==> src/rtl/sram_port_arbiter.sv <==
// rtl/sram_port_arbiter.sv - fetch/data arbiter for one shared single-port SRAM
module sram_port_arbiter #(
   parameter int ADDR_W     = 32,
   parameter int DATA_W     = 32,
   parameter int STARVE_MAX = 4
) (
   input  logic              clk,
   input  logic              rst,
   input  logic              inst_en,
   input  logic [3:0]        inst_wen,
   input  logic [ADDR_W-1:0] inst_addr,
   input  logic [DATA_W-1:0] inst_wdata,
   output logic [DATA_W-1:0] inst_rdata,
   input  logic              data_en,
   input  logic [3:0]        data_wen,
   input  logic [ADDR_W-1:0] data_addr,
   input  logic [DATA_W-1:0] data_wdata,
   output logic [DATA_W-1:0] data_rdata,
   output logic              mem_en,
   output logic [3:0]        mem_wen,
   output logic [ADDR_W-1:0] mem_addr,
   output logic [DATA_W-1:0] mem_wdata,
   input  logic [DATA_W-1:0] mem_rdata,
   output logic              stallreq_for_arb,
   output logic              gnt_inst,
   output logic              gnt_data
);

   localparam logic [3:0] LP_STARVE_MAX = 4'(STARVE_MAX);

   // Owner of the read word that the SRAM returns on the next cycle.
   typedef enum logic [1:0] {
      SRC_NONE = 2'd0,
      SRC_INST = 2'd1,
      SRC_DATA = 2'd2
   } src_e;

   src_e              r_rd_src;
   src_e              w_rd_src_nxt;
   logic [3:0]        r_starve_cnt;
   logic [3:0]        w_starve_nxt;
   logic [DATA_W-1:0] r_inst_hold;
   logic [DATA_W-1:0] r_data_hold;
   logic              w_gnt_inst;
   logic              w_gnt_data;

   // Data wins unless fetch has already waited through STARVE_MAX data grants; nothing is granted in reset.
   always_comb begin
      w_gnt_data = rst & data_en & (~inst_en | (r_starve_cnt < LP_STARVE_MAX));
      w_gnt_inst = rst & inst_en & ~w_gnt_data;
   end

   // Steer the granted side onto the SRAM bus; idle bus is all zero.
   always_comb begin
      mem_en    = 1'b0;
      mem_wen   = '0;
      mem_addr  = '0;
      mem_wdata = '0;
      if (w_gnt_inst) begin
         mem_en    = 1'b1;
         mem_wen   = inst_wen;
         mem_addr  = inst_addr;
         mem_wdata = inst_wdata;
      end else if (w_gnt_data) begin
         mem_en    = 1'b1;
         mem_wen   = data_wen;
         mem_addr  = data_addr;
         mem_wdata = data_wdata;
      end
   end

   assign gnt_inst         = w_gnt_inst;
   assign gnt_data         = w_gnt_data;
   assign stallreq_for_arb = rst & inst_en & data_en;

   // Next read owner and starvation count; writes return nothing, so they record NONE.
   always_comb begin
      w_rd_src_nxt = SRC_NONE;
      if (w_gnt_inst && (inst_wen == 4'd0)) begin
         w_rd_src_nxt = SRC_INST;
      end else if (w_gnt_data && (data_wen == 4'd0)) begin
         w_rd_src_nxt = SRC_DATA;
      end

      w_starve_nxt = r_starve_cnt;
      if (w_gnt_inst || !inst_en) begin
         w_starve_nxt = 4'd0;
      end else if (w_gnt_data) begin
         w_starve_nxt = (r_starve_cnt >= LP_STARVE_MAX) ? LP_STARVE_MAX : r_starve_cnt + 4'd1;
      end
   end

   // State update; the returning word is captured into the owner's hold so it stays stable across stalls.
   always_ff @(posedge clk or negedge rst) begin
      if (!rst) begin
         r_rd_src     <= SRC_NONE;
         r_starve_cnt <= 4'd0;
         r_inst_hold  <= '0;
         r_data_hold  <= '0;
      end else begin
         r_rd_src     <= w_rd_src_nxt;
         r_starve_cnt <= w_starve_nxt;
         if (r_rd_src == SRC_INST) begin
            r_inst_hold <= mem_rdata;
         end
         if (r_rd_src == SRC_DATA) begin
            r_data_hold <= mem_rdata;
         end
      end
   end

   assign inst_rdata = (r_rd_src == SRC_INST) ? mem_rdata : r_inst_hold;
   assign data_rdata = (r_rd_src == SRC_DATA) ? mem_rdata : r_data_hold;

endmodule

==> config.mk <==
export PLATFORM = sky130hd
export DESIGN_NAME = sram_port_arbiter
export DESIGN_NICKNAME = d
export VERILOG_FILES = /design/src/rtl/sram_port_arbiter.sv
export SDC_FILE = /design/constraint.sdc
export NUM_CORES = 1
export LEC_CHECK = 0
export BUFFER_PORTS_ARGS = -buffer_cell sky130_fd_sc_hd__buf_2
export CORE_AREA = 2 2 120 122
export CTS_CLUSTER_DIAMETER = 120
export CTS_CLUSTER_SIZE = 28
export DETAILED_ROUTE_END_ITERATION = 10
export DIE_AREA = 0 0 122 124
export GPL_ROUTABILITY_DRIVEN = 0
export PLACE_DENSITY = 0.65
export SETUP_SLACK_MARGIN = 0.5
export SKIP_CTS_REPAIR_TIMING = 1
export SLEW_MARGIN = 20
export SYNTH_ARGS = -nofsm -noshare
export SYNTH_HDL_FRONTEND = slang
export SYNTH_SLANG_ARGS = --single-unit
==> constraint.sdc <==
create_clock -name clk -period 1.88 [get_ports clk]
set_input_delay 0.376 -clock clk [delete_from_list [all_inputs] [get_ports clk]]
set_output_delay 0.376 -clock clk [all_outputs]
set_load 0.01 [all_outputs]
==> flow_summary.toml <==
[clock_tree]
cts_sinks = 70
clockBufferDepth = 2
cts_buffers = 9
path_clk_slew_ns = 0.05
root_buffer = "clkbuf_16"
htree_num_levels = 3
cts_tree = "built"
clk_latency_ns = 0.33

[sta]
finClkSkew_ns = 0.00402
grt_setup_unrepaired = "yes"
final.setup.worst_slack_ns = -0.194
max_freq_mhz = 482
setup_viol = 133
max_slew.worst_pin.slew_ns = 0.832
fin_crit_sh_pct = 110
drv_slew = 0
slew_headroom_pct = 44.6
period_needed_ns = 2.07
hold_viol_final = 0

[route]
drc_errors = 0
wl_per_cell_um = 20.2
firstDrtPassIters = 4
drtAntennaViolNets = 0
drt-initial-drc-count = 211
routed_wl_um = 15600
dr_total_vias = 3625
vias_per_cell = 4.70

[run_status]
status = "complete, but fails checks"
violations = "setup timing"

[power]
ir_drop_uv = 320
p_leak_nw = 3.54
power.total_mw = 5.39
powerDensity_nw_per_um2 = 834

[layout]
nets = 756
drive_gt1_share_pct = 72.6
postLayoutCellArea_um2 = 6460
final_common_cell = "buf_2"
area_delta_synth_final_pct = 90.4
layout_common_cells = "buf_2 (240), dfrtp_1 (70), a22o_1 (67), buf_6 (67), mux2_4 (65)"

[synthesis]
syn_avg_cell_area_um2 = 13.5
ys_ff_latch = 70
synthTopCellsByArea = "dfrtp_1 (52%), mux2_2 (20%), a22o_1 (17%)"
syn-cell-area_um2 = 3390
ys_warn_count = 0
yosysUniqueCellTypes = 24
netlist_instances = 252
synth_top_cell_by_area = "dfrtp_1"
netlist.area_leader.share_pct = 51.6
yosysSeqAreaShare_pct = 51.6
synth_nets = 425

[grt]
grt_remaining_overflow = 0
grt_pass1_wl_um = 19900
track_usage_pct = 17.8
grt_pass1_vias = 3443
grt_max_degree = 68
antenna_found_initial = 4

[critical_path]
cp.required_ns = 1.50
crit_path_max_incr_delay_ns = 0.42
path_class = "flip-flop to output port"
ff2ff_path_depth = 4
worstPathMaxFanout = 26
crit_buf_inv = 2
path_depth = 5
path_delay_family = "flip-flops"
cp-end-kind = "output port"
worst_ep_arrival_time_ns = 1.70
cp-start-kind = "flip-flop"
slowest_stage = "dfrtp_1"
r2r_start = "r_rd_src[0]$_DFF_PN0_"
crit_path_cell_trace = "nor3b_4, nor2_4, buf_12, a22o_1, buf_2"
r2r_slack_ns = 0.49
regToRegEndpoint = "r_inst_hold[14]$_DFF_PN0_"

[place]
dp_hpwl_um = 11900
io_buffers = 307
dpl_cell_area_um2 = 5450

[die]
boundaryPins = 308
die_h_um = 124
die_w_um = 122
dieArea_um2 = 15100
rows = 43
core_area_um2 = 13700
start_util_pct = 24.7

[worst_hold_path]
hold_class = "input port to asynchronous set/reset pin"

[flow_run]
cap_violations = 0
-- cell usage after synthesis (all sizes together) --
library cell	n
nor2	2
and3	3
nor3	1
and2	1
nand3	2
nor2b	1
nand2b	4
nor3b	1
nand3b	1
buf	20
o21ai	1
mux2	65
ha	1
a22o	67
a21boi	3
o21a	1
nand2	2
clkbuf	4
or4	1
nor4	1
dfrtp	70
-- registers in the layout, summed over array words and instances (netlist names) --
signal and count:
r_data_hold 32, r_starve_cnt 4, r_inst_hold 32, r_rd_src 2
-- final cells by class --
cell class / count / area (µm²)
Multi-Input combinational cell: 158 / 1760
Antenna cell: 3 / 7.51
Tap cell: 180 / 225
Timing Repair Buffer: 344 / 2410
Fill cell: 1235 / 7260
Sequential cell: 70 / 1750
Clock buffer: 13 / 260
Clock inverter: 3 / 42.5
-- report_power, final --
group | internal [mW] | leakage [nW] | switching, mW
logic | 1.11 | 2.52 | 0.755
registers | 1.75 | 0.866 | 0.0767
clock network | 1.10 | 0.146 | 0.601
-- layer usage --
layer | routed length, µm | vias up | global-route usage [%]
li1 | - | 1627 | -
met5 | 23 | - | 0
met2 | 7760 | 203 | 28.0
met1 | 5890 | 1771 | 23.2
met4 | 235 | 4 | 4.81
met3 | 1700 | 20 | 6.23
-- metrics by stage --
stage | hold slack, ns | instances | setup TNS [ns] | util (%) | setup slack [ns]
after floorplan | 0.0804 | 252 | 0 | - | 0.264
after global placement | 0.337 | 730 | 0 | 39.7 | 0.132
after detailed placement | 0.345 | 730 | 0 | 39.7 | 0.105
after CTS | -0.0103 | 746 | -18.28 | 41.9 | -0.208
after global routing | 0.298 | 768 | -24.75 | 47.0 | -0.252
final | 0.294 | 771 | -16.37 | 47.1 | -0.194
-- kinds of logic after synthesis --
group                    synth area share, %
flip-flops                              51.6
multiplexers                            21.7
adder cells (fa/ha/maj)                0.369
AO/OA/AOI/OAI                           18.3
buffers and inverters                   4.31
AND/OR/NAND/NOR                         3.72
-- how the worst max path moves through the flow --
stage | slack (ns) | startpoint | end
after floorplan | 0.26 | r_starve_cnt[3]$_DFFE_PN0P_ | mem_addr[0]
after global placement | 0.13 | data_en | mem_addr[19]
after detailed placement | 0.11 | data_en | mem_addr[30]
after CTS | -0.21 | r_starve_cnt[3]$_DFFE_PN0P_ | mem_addr[2]
after global routing | -0.25 | r_starve_cnt[2]$_DFFE_PN0P_ | mem_addr[21]
final | -0.19 | r_starve_cnt[2]$_DFFE_PN0P_ | mem_addr[20]
-- worst register-to-register path, delay by kind of cell (launching register included) --
family                 cells  cell delay (ns)
flip-flops                 1             0.42
multiplexers               1             0.32
buffers and inverters      2             0.34
AND/OR/NAND/NOR            1             0.20
No activity file was read; power rests on OpenSTA's default activity.
